===== config.mk =====
export PLATFORM = sky130hd
export DESIGN_NAME = mem_access_ctrl
export DESIGN_NICKNAME = d
export VERILOG_FILES = /design/src/rtl/mem_ctrl_pkg.sv /design/src/rtl/mem_access_ctrl.sv
export SDC_FILE = /design/constraint.sdc
export NUM_CORES = 1
export LEC_CHECK = 0
export ABC_AREA = 1
export ABC_CLOCK_PERIOD_IN_PS = 5050
export CORE_ASPECT_RATIO = 1.5
export CORE_MARGIN = 2
export CORE_UTILIZATION = 50
export DETAILED_ROUTE_END_ITERATION = 8
export GPL_TIMING_DRIVEN = 1
export PLACE_DENSITY = 0.87
export SETUP_SLACK_MARGIN = 0.15
export SYNTH_ARGS = -nofsm -noshare
export SYNTH_HDL_FRONTEND = slang
export SYNTH_SLANG_ARGS = --single-unit

===== constraint.sdc =====
create_clock -name clk -period 5.05 [get_ports clk]
set_input_delay 0.505 -clock clk [delete_from_list [all_inputs] [get_ports clk]]
set_output_delay 0.505 -clock clk [all_outputs]
set_load 0.005 [all_outputs]

===== src/rtl/mem_ctrl_pkg.sv =====
// rtl/mem_ctrl_pkg.sv - shared constants, FSM state type and range check for mem_access_ctrl
package mem_ctrl_pkg;

    localparam int ADDR_W    = 16;
    localparam int DATA_W    = 16;
    localparam int LEN_W     = 4;
    localparam int MEM_DEPTH = 16384;

    typedef enum logic [2:0] {
        IDLE,
        RD_ADDR,
        RD_DATA,
        WR,
        RSP
    } state_t;

    // Widened by one bit so MEM_DEPTH itself is representable in the compare.
    function automatic logic addr_ok(input logic [ADDR_W-1:0] addr);
        return {1'b0, addr} < (ADDR_W+1)'(MEM_DEPTH);
    endfunction

endpackage


===== src/rtl/mem_access_ctrl.sv =====
// rtl/mem_access_ctrl.sv - single-outstanding load/store/burst-read initiator for 16Ki x 16 main memory
module mem_access_ctrl
    import mem_ctrl_pkg::*;
(
    input  logic              clk,
    input  logic              reset_n,
    input  logic              req_valid,
    output logic              req_ready,
    input  logic              req_write,
    input  logic [ADDR_W-1:0] req_addr,
    input  logic [DATA_W-1:0] req_wdata,
    input  logic [LEN_W-1:0]  req_len,
    output logic              rsp_valid,
    input  logic              rsp_ready,
    output logic [DATA_W-1:0] rsp_rdata,
    output logic              rsp_err,
    output logic              rsp_last,
    output logic [ADDR_W-1:0] mem_addr,
    output logic [DATA_W-1:0] mem_data_in,
    output logic              mem_write_enable,
    input  logic [DATA_W-1:0] mem_data_out,
    output logic              busy
);

    state_t            state;
    state_t            state_next;
    logic [ADDR_W-1:0] cur;
    logic [ADDR_W-1:0] nxt_addr;
    logic [LEN_W-1:0]  beat;
    logic [LEN_W-1:0]  len;
    logic              accept;
    logic              rsp_hs;
    logic              req_bad;
    logic              nxt_bad;

    // Write-enable and handshake flags are pure decodes of state, so an
    // asynchronous reset drops them in the same instant.
    assign req_ready        = (state == IDLE);
    assign busy             = (state != IDLE);
    assign rsp_valid        = (state == RSP);
    assign mem_write_enable = (state == WR);

    assign accept   = req_valid & req_ready;
    assign rsp_hs   = rsp_valid & rsp_ready;
    assign nxt_addr = cur + 1'b1;
    assign req_bad  = !addr_ok(req_addr) || (req_write && (req_len != '0));
    assign nxt_bad  = !addr_ok(nxt_addr);

    always_ff @(posedge clk or negedge reset_n) begin
        if (!reset_n) begin
            state <= IDLE;
        end else begin
            state <= state_next;
        end
    end

    always_comb begin
        state_next = state;
        case (state)
            IDLE: begin
                if (accept) begin
                    if (req_bad) begin
                        state_next = RSP;
                    end else if (req_write) begin
                        state_next = WR;
                    end else begin
                        state_next = RD_ADDR;
                    end
                end
            end
            RD_ADDR: state_next = RD_DATA;
            RD_DATA: state_next = RSP;
            WR:      state_next = RSP;
            RSP: begin
                if (rsp_hs) begin
                    if (rsp_last) begin
                        state_next = IDLE;
                    end else if (nxt_bad) begin
                        state_next = RSP;
                    end else begin
                        state_next = RD_ADDR;
                    end
                end
            end
            default: state_next = IDLE;
        endcase
    end

    // Response fields are loaded on entry to RSP and otherwise held, which
    // keeps them stable while the consumer applies backpressure.
    always_ff @(posedge clk or negedge reset_n) begin
        if (!reset_n) begin
            cur         <= '0;
            beat        <= '0;
            len         <= '0;
            rsp_rdata   <= '0;
            rsp_err     <= 1'b0;
            rsp_last    <= 1'b0;
            mem_addr    <= '0;
            mem_data_in <= '0;
        end else begin
            case (state)
                IDLE: begin
                    if (accept) begin
                        cur  <= req_addr;
                        beat <= '0;
                        len  <= req_len;
                        if (req_bad) begin
                            rsp_rdata <= '0;
                            rsp_err   <= 1'b1;
                            rsp_last  <= 1'b1;
                        end else begin
                            mem_addr <= req_addr;
                            if (req_write) begin
                                mem_data_in <= req_wdata;
                            end
                        end
                    end
                end
                RD_DATA: begin
                    rsp_rdata <= mem_data_out;
                    rsp_err   <= 1'b0;
                    rsp_last  <= (beat == len);
                end
                WR: begin
                    rsp_rdata <= '0;
                    rsp_err   <= 1'b0;
                    rsp_last  <= 1'b1;
                end
                RSP: begin
                    if (rsp_hs && !rsp_last) begin
                        cur  <= nxt_addr;
                        beat <= beat + 1'b1;
                        if (nxt_bad) begin
                            rsp_rdata <= '0;
                            rsp_err   <= 1'b1;
                            rsp_last  <= 1'b1;
                        end else begin
                            mem_addr <= nxt_addr;
                        end
                    end
                end
                default: begin
                end
            endcase
        end
    end

endmodule

==> flow_metrics.py <==
metrics = {
    "run_status": {
        "outcome": "finished, final reports clean",
    },
    "power_and_ir_drop": {
        "leakagePower_nw": 2.54,
        "p_per_area_nw_per_um2": 568,
        "vdd_drop_max_uv": 323,
    },
    "synth": {
        "synth_warnings": 0,
        "syn_area_per_cell_um2": 8.59,
        "synth_top_area_share_pct": 50.7,
        "yosysTopAreaCell": "dfrtp_1",
        "synth_edf_count": 0,
        "postSynthCellCount": 442,
        "async_flop_share_pct": 100,
        "synth_cell_types": 32,
        "synth_flop_cell": "dfrtp_1",
        "synth_fp_nets": 501,
        "synth_area_leaders": "dfrtp_1 (51%), nand2_1 (15%), o21ai_0 (4.6%)",
        "ys_seq_elements": 77,
        "yosysSeqAreaShare_pct": 50.7,
        "mappedNetlistArea_um2": 3800,
    },
    "finish": {
        "n_fill_cell": 581,
        "final-seq-area_um2": 1930,
        "multi_input_area_um2": 1610,
        "n_antenna_cell": 0,
        "fin_nets": 610,
        "synthToLayoutAreaGrowth_pct": 35.6,
        "drive_gt1_share_pct": 12.1,
    },
    "critical_path": {
        "cp_cell_sequence": "nor2_2 -> inv_2 -> nor2_4 -> clkdlybuf4s50_1",
        "path_delay_family": "buffers and inverters",
        "critPathLaunchType": "flop",
        "crit_path_max_incr_delay_ns": 0.60,
        "endpoint_kind": "primary output",
        "crit_buf_inv": 2,
        "required_ns": 4.55,
        "path_max_fanout": 19,
        "critPathArrivalTime_ns": 2.05,
        "path_class": "flop to primary output",
        "cp_slowest_cell": "clkdlybuf4s50_1",
    },
    "clocking": {
        "postCtsSetupBuffers": 0,
        "clockRootBuffer": "clkbuf_8",
        "htreeDepth": 3,
        "cts_resized": 0,
        "holdBufCountCts": 0,
        "clock-sinks": 77,
        "cts_buffers": 9,
        "cts_tree": "yes",
        "clock_latency_ns": 0.35,
        "cts.clk_slew.worst_paths_ns": 0.07,
        "clk_path_buf_depth": 2,
    },
    "timing": {
        "hold-worst-slack_ns": 0.288,
        "hold_viol_final": 0,
        "finalClockSkew_ns": 0.00898,
        "fmax_mhz": 392,
        "fin_crit_sh_pct": 50.5,
        "final.setup.tns_ns": 0,
        "layout_min_cycle_time_ns": 2.55,
        "final-setup-viol-count": 0,
        "slew_headroom_pct": 28.2,
        "tightestPinTransition_ns": 1.07,
        "rsz0062_at_grt": "no",
        "slew_violations": 0,
    },
    "die": {
        "fp-row-count": 38,
        "coreArea_um2": 7320,
        "initial_core_util_pct": 51.9,
        "pin_count": 111,
        "die_h_um": 111,
        "fp.dieW_um": 75.2,
        "die-area_um2": 8320,
    },
    "routing": {
        "vias_per_cell": 4.97,
        "route.detailed.drc": 0,
        "drtIter0Drc": 237,
        "post_drt_wl_per_cell_um": 13.6,
        "ant_nets": 0,
        "wl_um": 8930,
        "vias": 3258,
        "drt_first_pass_iters": 6,
    },
    "global_route": {
        "globalRouteTotalUtil_pct": 23.5,
        "grt_pass1_wl_um": 15100,
        "antenna_found_initial": 0,
        "first_global_vias": 3229,
        "grt_max_degree": 78,
        "grt_overflow": 0,
    },
    "placed_design": {
        "place_congestion": 0.909,
        "dp_hpwl_um": 6550,
        "io_buffers": 110,
    },
    "run": {
        "drv_cap": 0,
    },
    "hold_path": {
        "min_path_type": "primary input to asynchronous set/reset pin",
    },
}
-- sequential cells by signal (all words and copies together), names as in the netlist --
| register | flops |
|---|---|
| cur | 16 |
| len | 4 |
| mem_data_in | 16 |
| rsp_rdata | 16 |
| mem_addr | 16 |
| rsp_last | 1 |
| beat | 4 |
| rsp_err | 1 |
| state | 3 |
-- final timing paths --
check | start | to | slack (ns) | cells past startpoint
setup / recovery | state[1]$_DFFE_PN0P_ | rsp_valid | 2.50 | 4
hold / removal | reset_n | cur[4]$_DFFE_PN0P_ | 0.29 | 1
setup reg to reg | cur[0]$_DFFE_PN0P_ | mem_addr[10]$_DFFE_PN0P_ | 2.81 | 11
hold reg to reg | rsp_rdata[5]$_DFFE_PN0P_ | rsp_rdata[5]$_DFFE_PN0P_ | 0.48 | 2
max in group asynchronous | reset_n | beat[0]$_DFFE_PN0P_ | 4.14 | 1
min in group clk | rsp_rdata[5]$_DFFE_PN0P_ | rsp_rdata[5]$_DFFE_PN0P_ | 0.48 | 2
-- power breakdown --
| part | leakage (nW) | switching (W) | internal (W) | total (W) |
|---|---|---|---|---|
| clock network | 0.103 | 0.000216 | 0.000276 | 0.000492 |
| logic | 1.44 | 0.000749 | 0.000617 | 0.00137 |
| registers | 0.995 | 0.000200 | 0.000867 | 0.00107 |
| total | 2.54 | 0.00116 | 0.00176 | 0.00292 |
-- synthesized netlist by cell type, types with 5 or more instances --
| library cell | count |
|---|---|
| inv_2 | 6 |
| dfrtp_1 | 77 |
| o21ai_2 | 6 |
| nand2_4 | 11 |
| nor2_1 | 17 |
| nand4_1 | 7 |
| nand2_1 | 149 |
| clkbuf_1 | 5 |
| nand2_2 | 16 |
| o21ai_0 | 35 |
| xor2_1 | 7 |
| a31oi_1 | 5 |
| nor2_4 | 6 |
| nand3_1 | 8 |
| o21ai_1 | 9 |
| inv_1 | 44 |
-- through the flow --
stage               area (um^2)  utilization, %  std cells  total power, W  setup WS, ns
floorplan                  3800               -        442         0.00190          3.42
global placement           4940            67.5        640         0.00238          2.53
detailed placement         4940            67.5        640         0.00244          2.39
CTS                        5150            70.3        655         0.00294          2.51
global route               5150            70.3        655         0.00314          2.41
finish                     5150            70.3        655         0.00292          2.50
-- worst reg2reg max path: stages (launching register included) --
cell     delay [ns]
dfrtp_1        0.42
ha_1           0.22
nand3_2        0.13
nor2_4         0.17
nand3_2        0.07
nand2_1        0.07
nand2_2        0.07
nand2_1        0.10
nand3_2        0.42
inv_2          0.33
nand2_1        0.10
nand2_1        0.08
-- routing by layer --
metal | global-route usage (%) | wire [um] | vias to the layer above
li1 | - | - | 1595
met1 | 28.9 | 3570 | 1531
met2 | 38.7 | 4660 | 108
met3 | 5.00 | 427 | 24
met4 | 10.5 | 275 | 0
met5 | 0 | 0 | -
-- cell type report --
| cell class | instances | area share [%] |
|---|---|---|
| Multi-Input combinational cell | 303 | 31.2 |
| Clock buffer | 11 | 2.55 |
| Tap cell | 100 | 2.43 |
| Timing Repair Buffer | 110 | 21.3 |
| Clock inverter | 4 | 1.43 |
| Sequential cell | 77 | 37.4 |
| Inverter | 50 | 3.64 |
-- cells by family (layout without fill, tap and decap cells) --
group           Yosys count  count (layout)  share of synthesized area (%)
flops                    77              77                           50.7
compound gates           60              60                           8.73
fa+ha+maj                 2               2                          0.659
xor+xnor                 11              11                           2.54
mux                       4               4                           1.05
buf+inv                  62             175                           6.98
simple gates            226             226                           29.3
-- placed cells by master, fill, tap and decap left out, types with 8 or more instances in the layout --
master           synthesis  layout
nand2_1                149     149
clkdlybuf4s50_1          0     109
dfrtp_1                 77      77
inv_1                   44      44
o21ai_0                 35      35
nor2_1                  17      17
nand2_2                 16      16
nand2_4                 11      11
o21ai_1                  9       9
clkbuf_8                 0       9
nand3_1                  8       8
(Power assumes the default switching activity.)
